## src/rtl/muldiv_unit_pkg.sv

```systemverilog
// Shared common types: machine word, ALU function codes and multiply/divide operation codes.
package muldiv_unit_pkg;

    localparam int unsigned XLEN  = 32;
    localparam int unsigned DW    = 2 * XLEN;
    localparam int unsigned CNT_W = 5;

    typedef logic [XLEN-1:0] word_t;

    typedef enum logic [3:0] {
        ALU_ADD  = 4'd0,
        ALU_SUB  = 4'd1,
        ALU_AND  = 4'd2,
        ALU_OR   = 4'd3,
        ALU_XOR  = 4'd4,
        ALU_NOR  = 4'd5,
        ALU_SLT  = 4'd6,
        ALU_SLTU = 4'd7,
        ALU_SLL  = 4'd8,
        ALU_SRL  = 4'd9,
        ALU_SRA  = 4'd10,
        ALU_LUI  = 4'd11
    } alufunc_t;

    typedef enum logic [1:0] {
        MDU_MULT  = 2'd0,
        MDU_MULTU = 2'd1,
        MDU_DIV   = 2'd2,
        MDU_DIVU  = 2'd3
    } mdu_op_t;

    // Absolute value of x when it is to be read as a signed number.
    function automatic word_t magnitude(input word_t x, input logic is_signed);
        return (is_signed && x[XLEN-1]) ? word_t'(-x) : x;
    endfunction

    // Two's-complement negation under control of neg.
    function automatic word_t negate_if(input word_t x, input logic neg);
        return neg ? word_t'(-x) : x;
    endfunction

endpackage

```

## src/rtl/muldiv_unit_div_core.sv

```systemverilog
// Iterative radix-2 restoring divider on operand magnitudes.
// First cycle with go high loads the magnitudes; the next 32 cycles each retire one quotient bit.
module div_core
    import muldiv_unit_pkg::*;
(
    input  logic  clk,
    input  logic  reset,
    input  logic  flush,
    input  logic  go,
    input  logic  is_signed,
    input  word_t dividend,
    input  word_t divisor,
    output logic  last_c,
    output word_t quotient,
    output word_t remainder
);

    logic             primed;
    logic [CNT_W-1:0] count;
    word_t            rem;
    word_t            quo;
    word_t            dvsr;
    logic [XLEN:0]    shifted;
    logic             fits;
    word_t            step_rem;
    word_t            step_quo;

    // One restoring step: shift the next dividend bit in and subtract the divisor if it fits.
    always_comb begin
        shifted  = {rem, quo[XLEN-1]};
        fits     = (shifted >= {1'b0, dvsr});
        step_rem = fits ? word_t'(shifted[XLEN-1:0] - dvsr) : shifted[XLEN-1:0];
        step_quo = {quo[XLEN-2:0], fits};
    end

    assign last_c    = go && primed && (count == CNT_W'(XLEN - 1));
    assign quotient  = quo;
    assign remainder = rem;

    // Partial remainder, quotient shift register and iteration counter.
    always_ff @(posedge clk or posedge reset) begin
        if (reset) begin
            primed <= 1'b0;
            count  <= '0;
            rem    <= '0;
            quo    <= '0;
            dvsr   <= '0;
        end else if (flush) begin
            primed <= 1'b0;
            count  <= '0;
        end else if (go) begin
            if (!primed) begin
                rem    <= '0;
                quo    <= magnitude(dividend, is_signed);
                dvsr   <= magnitude(divisor, is_signed);
                count  <= '0;
                primed <= 1'b1;
            end else begin
                rem   <= step_rem;
                quo   <= step_quo;
                count <= count + CNT_W'(1);
                if (last_c) begin
                    primed <= 1'b0;
                end
            end
        end
    end

endmodule

```

## src/rtl/muldiv_unit.sv

```systemverilog
// Multiply/divide unit: single-stage registered multiply, iterative divide, shared result fix-up.
module muldiv_unit
    import muldiv_unit_pkg::*;
(
    input  logic    clk,
    input  logic    reset,
    input  logic    start,
    input  mdu_op_t op,
    input  word_t   a,
    input  word_t   b,
    input  logic    flush,
    output logic    busy,
    output logic    done,
    output word_t   hi,
    output word_t   lo
);

    localparam logic [1:0] S_IDLE = 2'd0;
    localparam logic [1:0] S_MUL  = 2'd1;
    localparam logic [1:0] S_DIV  = 2'd2;
    localparam logic [1:0] S_FIX  = 2'd3;

    logic [1:0]    state;
    logic [1:0]    state_next;
    logic          accept;
    mdu_op_t       op_q;
    word_t         a_q;
    word_t         b_q;
    logic [DW-1:0] prod_q;
    logic [DW-1:0] prod_c;
    logic [DW-1:0] ext_a;
    logic [DW-1:0] ext_b;
    logic          mul_signed;
    logic          div_signed;
    logic          is_div;
    logic          div_last_c;
    word_t         div_quo;
    word_t         div_rem;
    word_t         fix_hi;
    word_t         fix_lo;

    assign busy       = (state != S_IDLE);
    assign accept     = (state == S_IDLE) && start && !flush;
    assign mul_signed = (op_q == MDU_MULT);
    assign div_signed = (op_q == MDU_DIV);
    assign is_div     = (op_q == MDU_DIV) || (op_q == MDU_DIVU);

    // State register.
    always_ff @(posedge clk or posedge reset) begin
        if (reset) begin
            state <= S_IDLE;
        end else begin
            state <= state_next;
        end
    end

    // Next-state logic; flush returns to IDLE from anywhere and outranks start.
    always_comb begin
        state_next = state;
        case (state)
            S_IDLE: begin
                if (accept) begin
                    state_next = ((op == MDU_DIV) || (op == MDU_DIVU)) ? S_DIV : S_MUL;
                end
            end
            S_MUL:   state_next = S_FIX;
            S_DIV:   if (div_last_c) state_next = S_FIX;
            S_FIX:   state_next = S_IDLE;
            default: state_next = S_IDLE;
        endcase
        if (flush) begin
            state_next = S_IDLE;
        end
    end

    // Operand capture on the accepting edge.
    always_ff @(posedge clk or posedge reset) begin
        if (reset) begin
            op_q <= MDU_MULT;
            a_q  <= '0;
            b_q  <= '0;
        end else if (accept) begin
            op_q <= op;
            a_q  <= a;
            b_q  <= b;
        end
    end

    // 64-bit product; sign-extending to full width makes the low 64 bits correct for both signednesses.
    always_comb begin
        ext_a  = {{XLEN{mul_signed & a_q[XLEN-1]}}, a_q};
        ext_b  = {{XLEN{mul_signed & b_q[XLEN-1]}}, b_q};
        prod_c = ext_a * ext_b;
    end

    // Single registered multiply stage.
    always_ff @(posedge clk or posedge reset) begin
        if (reset) begin
            prod_q <= '0;
        end else if (state == S_MUL) begin
            prod_q <= prod_c;
        end
    end

    div_core u_div_core (
        .clk       (clk),
        .reset     (reset),
        .flush     (flush),
        .go        (state == S_DIV),
        .is_signed (div_signed),
        .dividend  (a_q),
        .divisor   (b_q),
        .last_c    (div_last_c),
        .quotient  (div_quo),
        .remainder (div_rem)
    );

    // Result selection and signed-divide fix-up; divide by zero yields all-ones quotient and the dividend.
    always_comb begin
        fix_hi = prod_q[DW-1:XLEN];
        fix_lo = prod_q[XLEN-1:0];
        if (is_div) begin
            if (b_q == '0) begin
                fix_hi = a_q;
                fix_lo = '1;
            end else begin
                fix_lo = negate_if(div_quo, div_signed && (a_q[XLEN-1] ^ b_q[XLEN-1]));
                fix_hi = negate_if(div_rem, div_signed && a_q[XLEN-1]);
            end
        end
    end

    // Result registers and one-cycle done pulse, suppressed by flush.
    always_ff @(posedge clk or posedge reset) begin
        if (reset) begin
            done <= 1'b0;
            hi   <= '0;
            lo   <= '0;
        end else begin
            done <= (state == S_FIX) && !flush;
            if ((state == S_FIX) && !flush) begin
                hi <= fix_hi;
                lo <= fix_lo;
            end
        end
    end

endmodule

```

## config.mk

```make
export PLATFORM = sky130hd
export DESIGN_NAME = muldiv_unit
export DESIGN_NICKNAME = d
export VERILOG_FILES = /design/src/rtl/muldiv_unit_pkg.sv /design/src/rtl/muldiv_unit_div_core.sv /design/src/rtl/muldiv_unit.sv
export SDC_FILE = /design/constraint.sdc
export NUM_CORES = 2
export LEC_CHECK = 0
export ABC_AREA = 1
export BUFFER_PORTS_ARGS = -buffer_cell sky130_fd_sc_hd__buf_2
export CAP_MARGIN = 10
export CORE_MARGIN = 3
export CORE_UTILIZATION = 30
export CTS_CLUSTER_SIZE = 24
export DETAILED_ROUTE_END_ITERATION = 7
export GPL_TIMING_DRIVEN = 1
export MAX_ROUTING_LAYER = met4
export PLACE_DENSITY = 0.47
export SKIP_CTS_REPAIR_TIMING = 1
export SYNTH_ARGS = -nofsm -noshare
export SYNTH_HDL_FRONTEND = slang
export SYNTH_SLANG_ARGS = --single-unit
```

## constraint.sdc

```tcl
create_clock -name clk -period 22.2 [get_ports clk]
set_clock_uncertainty 0.15 [all_clocks]
set_input_delay 5.55 -clock clk [delete_from_list [all_inputs] [get_ports clk]]
set_output_delay 5.55 -clock clk [all_outputs]
set_load 0.005 [all_outputs]
```

==> results.md <==
* RSZ-0062 raised after global routing: false
* Critical Path AT at 9.43 ns
* Commonest non-fill, non-tap cell in the layout: nand2_1
* Final Hold Viols at 0
* Outcome: finished, final reports clean
* Share of cells above drive strength 1 at under 10%
* Worst skew pair latency at roughly 0.62 ns
* Worst EP required at between 20 and 25 ns
* Core box area at ~200,000 um^2
* CP most frequent cell: fa_1
* Pins Over Slew Limit at 0
* Worst Hold Class: flop to flop
* Vias in the first global route at 53,300
* Crit-path max FO at 28
* GRT overflow at 0
* Clock H-tree levels at 2
* Post-DP Area at between 60,000 and 70,000 um^2
* Cells after Synth at between 7,000 and 8,000
* Crit path time final at 9.10 ns
* Num CTS Buffers at 42
* CP Capture Type: flop
* Critical path depth at 25
* Fmax at around 110 MHz
* Clock transition at path regs at around 0.06 ns
* Top delay family on crit path: adder cells
* Most frequent cells in the layout: nand2_1, inv_1, fa_1
* Syn nets at about 9,300
* Register area share after synthesis at approximately 13%
* Max cap viols at 0
* DIE AREA at around 200,000 um^2
* Final worst path period share at between 40 and 50%
* Chip width at between 400 and 500 um
* Via density at ~4.8
* Avg WL per Cell at 22.9 um
* Number of flops mapped to enable cells by yosys at 0
* Die Ht at about 450 um
* Num ports at 136
* Syn_area_per_cell at roughly 7.5 um^2
* Post-route setup TNS at 0 ns
* NumNets Final at between 9,000 and 10,000
* Crit Path Class: flop to flop
* DR vias at just over 50,000
* Final setup fails at 0
* Initial antenna violation count at 7
* Starting density of the core at a little under a third
* Syn-to-layout area delta at 7.79%
* Root buffer cell: clkbuf_16
* Yosys warns at 0
* Crit path largest cell delay at ~0.69 ns
* Yosys reg bits at 299
* Initial DRT Pass Iterations at 8
* Worst Hold Depth at 2
* Synth Flop Type: dfrtp_1
* Post-Syn Area at about 59,000 um^2
* Placement Rows at around 160
* Gr usage total at between 20% and 30%
* Core Util, Final at 32.6%
* Global-route wire length before repair at roughly 360,000 um
* Port-buffer cells at around 140
* Overall routed net length at 239,000 um
* Crit path buf inv count at 5
* Clock buffer depth at 3
* CP Launch Type: flop
* Worst R2R Path Depth at 25
* ANT nets after route at 0
* Pin count of the biggest net entering global routing at approximately 140
* Routability Congestion at between 0.9 and 1
* Worst-case hold slack at around 0.32 ns
* Final Cell Area at around 64,000 um^2
* Post-synth ARST share at between 90% and 100%
* Yosys cell types at 54
* Iter 0 DRT Violations at between 4,000 and 5,000
* Post-DP HPWL at roughly 190,000 um
* Clock Sinks at 299
* Worst-Margin Slew at around 1.2 ns
* Max-Slew Margin vs Limit at 22.7%
* Slowest cell on the critical path: nor2_1
* CTS tree: built
* DRC viols at 0
==> cells by family after synthesis <==
kind of cell | share of synthesized area, %
buffers and inverters | 15.1
xor gates and xnor gates | 1.82
DFF | 12.7
muxes | 0.134
adders and majority gates | 43.6
and+or+nand+nor | 22.2
AOI/OAI and AO/OA | 4.48
==> worst min-delay path: stages (launching register included) <==
cell and delay (ns):
dfrtp_1 0.33, nand2_1 0.05, nand2_1 0.05
==> state kept, by name, summed over array words and instances, names as in the netlist <==
signal and cells:
a_q 32, b_q 32, done 1, hi 32, lo 32, op_q 2
prod_q 64, state 2, u_div_core.count 5, u_div_core.dvsr 32, u_div_core.primed 1, u_div_core.quotient 32
u_div_core.remainder 32
==> worst paths after layout <==
check                                           endpoint    start  slack (ns)
min in group asynchronous       u_div_core.remainder[14]    reset        4.92
worst min register to register                     hi[7]    hi[7]        0.32
max in group asynchronous                         b_q[6]    reset       15.30
worst min-delay path                               hi[7]    hi[7]        0.32
worst max register to register                prod_q[60]  op_q[1]       13.10
worst max-delay path                          prod_q[60]  op_q[1]       13.10
==> metal layers <==
layer,vias up,part of all wire [%],GRT usage (%)
li1,22600,-,-
met1,25600,45,33.3
met2,1770,45,38.0
met3,340,6.4,2.86
met4,0,3.7,7.40
met5,-,0,-
==> cell type report <==
cell class | instances | area [um^2]
fill | 21200 | 132000
multi-input combinational | 5267 | 42700
sequential | 299 | 7500
inverter | 1962 | 7380
tap | 2624 | 3280
timing repair buffer | 221 | 1330
clock buffer | 57 | 1190
clock inverter | 17 | 225
antenna | 3 | 7.51
==> cell usage after synthesis, drive strengths merged (3+ instances only) <==
master | n | area share [%]
a21boi | 3 | 0.038
a21oi | 190 | 1.6
buf | 139 | 1.1
clkbuf | 225 | 1.4
clkinv | 4 | 0.025
dfrtp | 299 | 13
fa | 1126 | 38
ha | 256 | 5.4
inv | 1958 | 12
mux2 | 7 | 0.13
nand2 | 2318 | 15
nand3 | 308 | 2.6
nand3b | 18 | 0.23
nand4 | 48 | 0.53
nor2 | 525 | 3.5
nor3 | 31 | 0.30
nor4 | 9 | 0.095
o211ai | 8 | 0.12
o21ai | 218 | 1.9
o21bai | 24 | 0.31
o221ai | 18 | 0.27
o22ai | 8 | 0.085
or2 | 12 | 0.13
xnor2 | 36 | 0.53
xor2 | 87 | 1.3
==> per-stage QoR <==
stage               instances  setup WS [ns]
global placement        10400          13.06
floorplan                7892           8.24
global route            10400          12.48
finish                  10500          13.10
detailed placement      10400          12.99
CTS                     10400          12.96
Power is left out: the tool's default activity adds up to more than one toggle a clock period on the data nets, which glitch-free logic cannot reach.
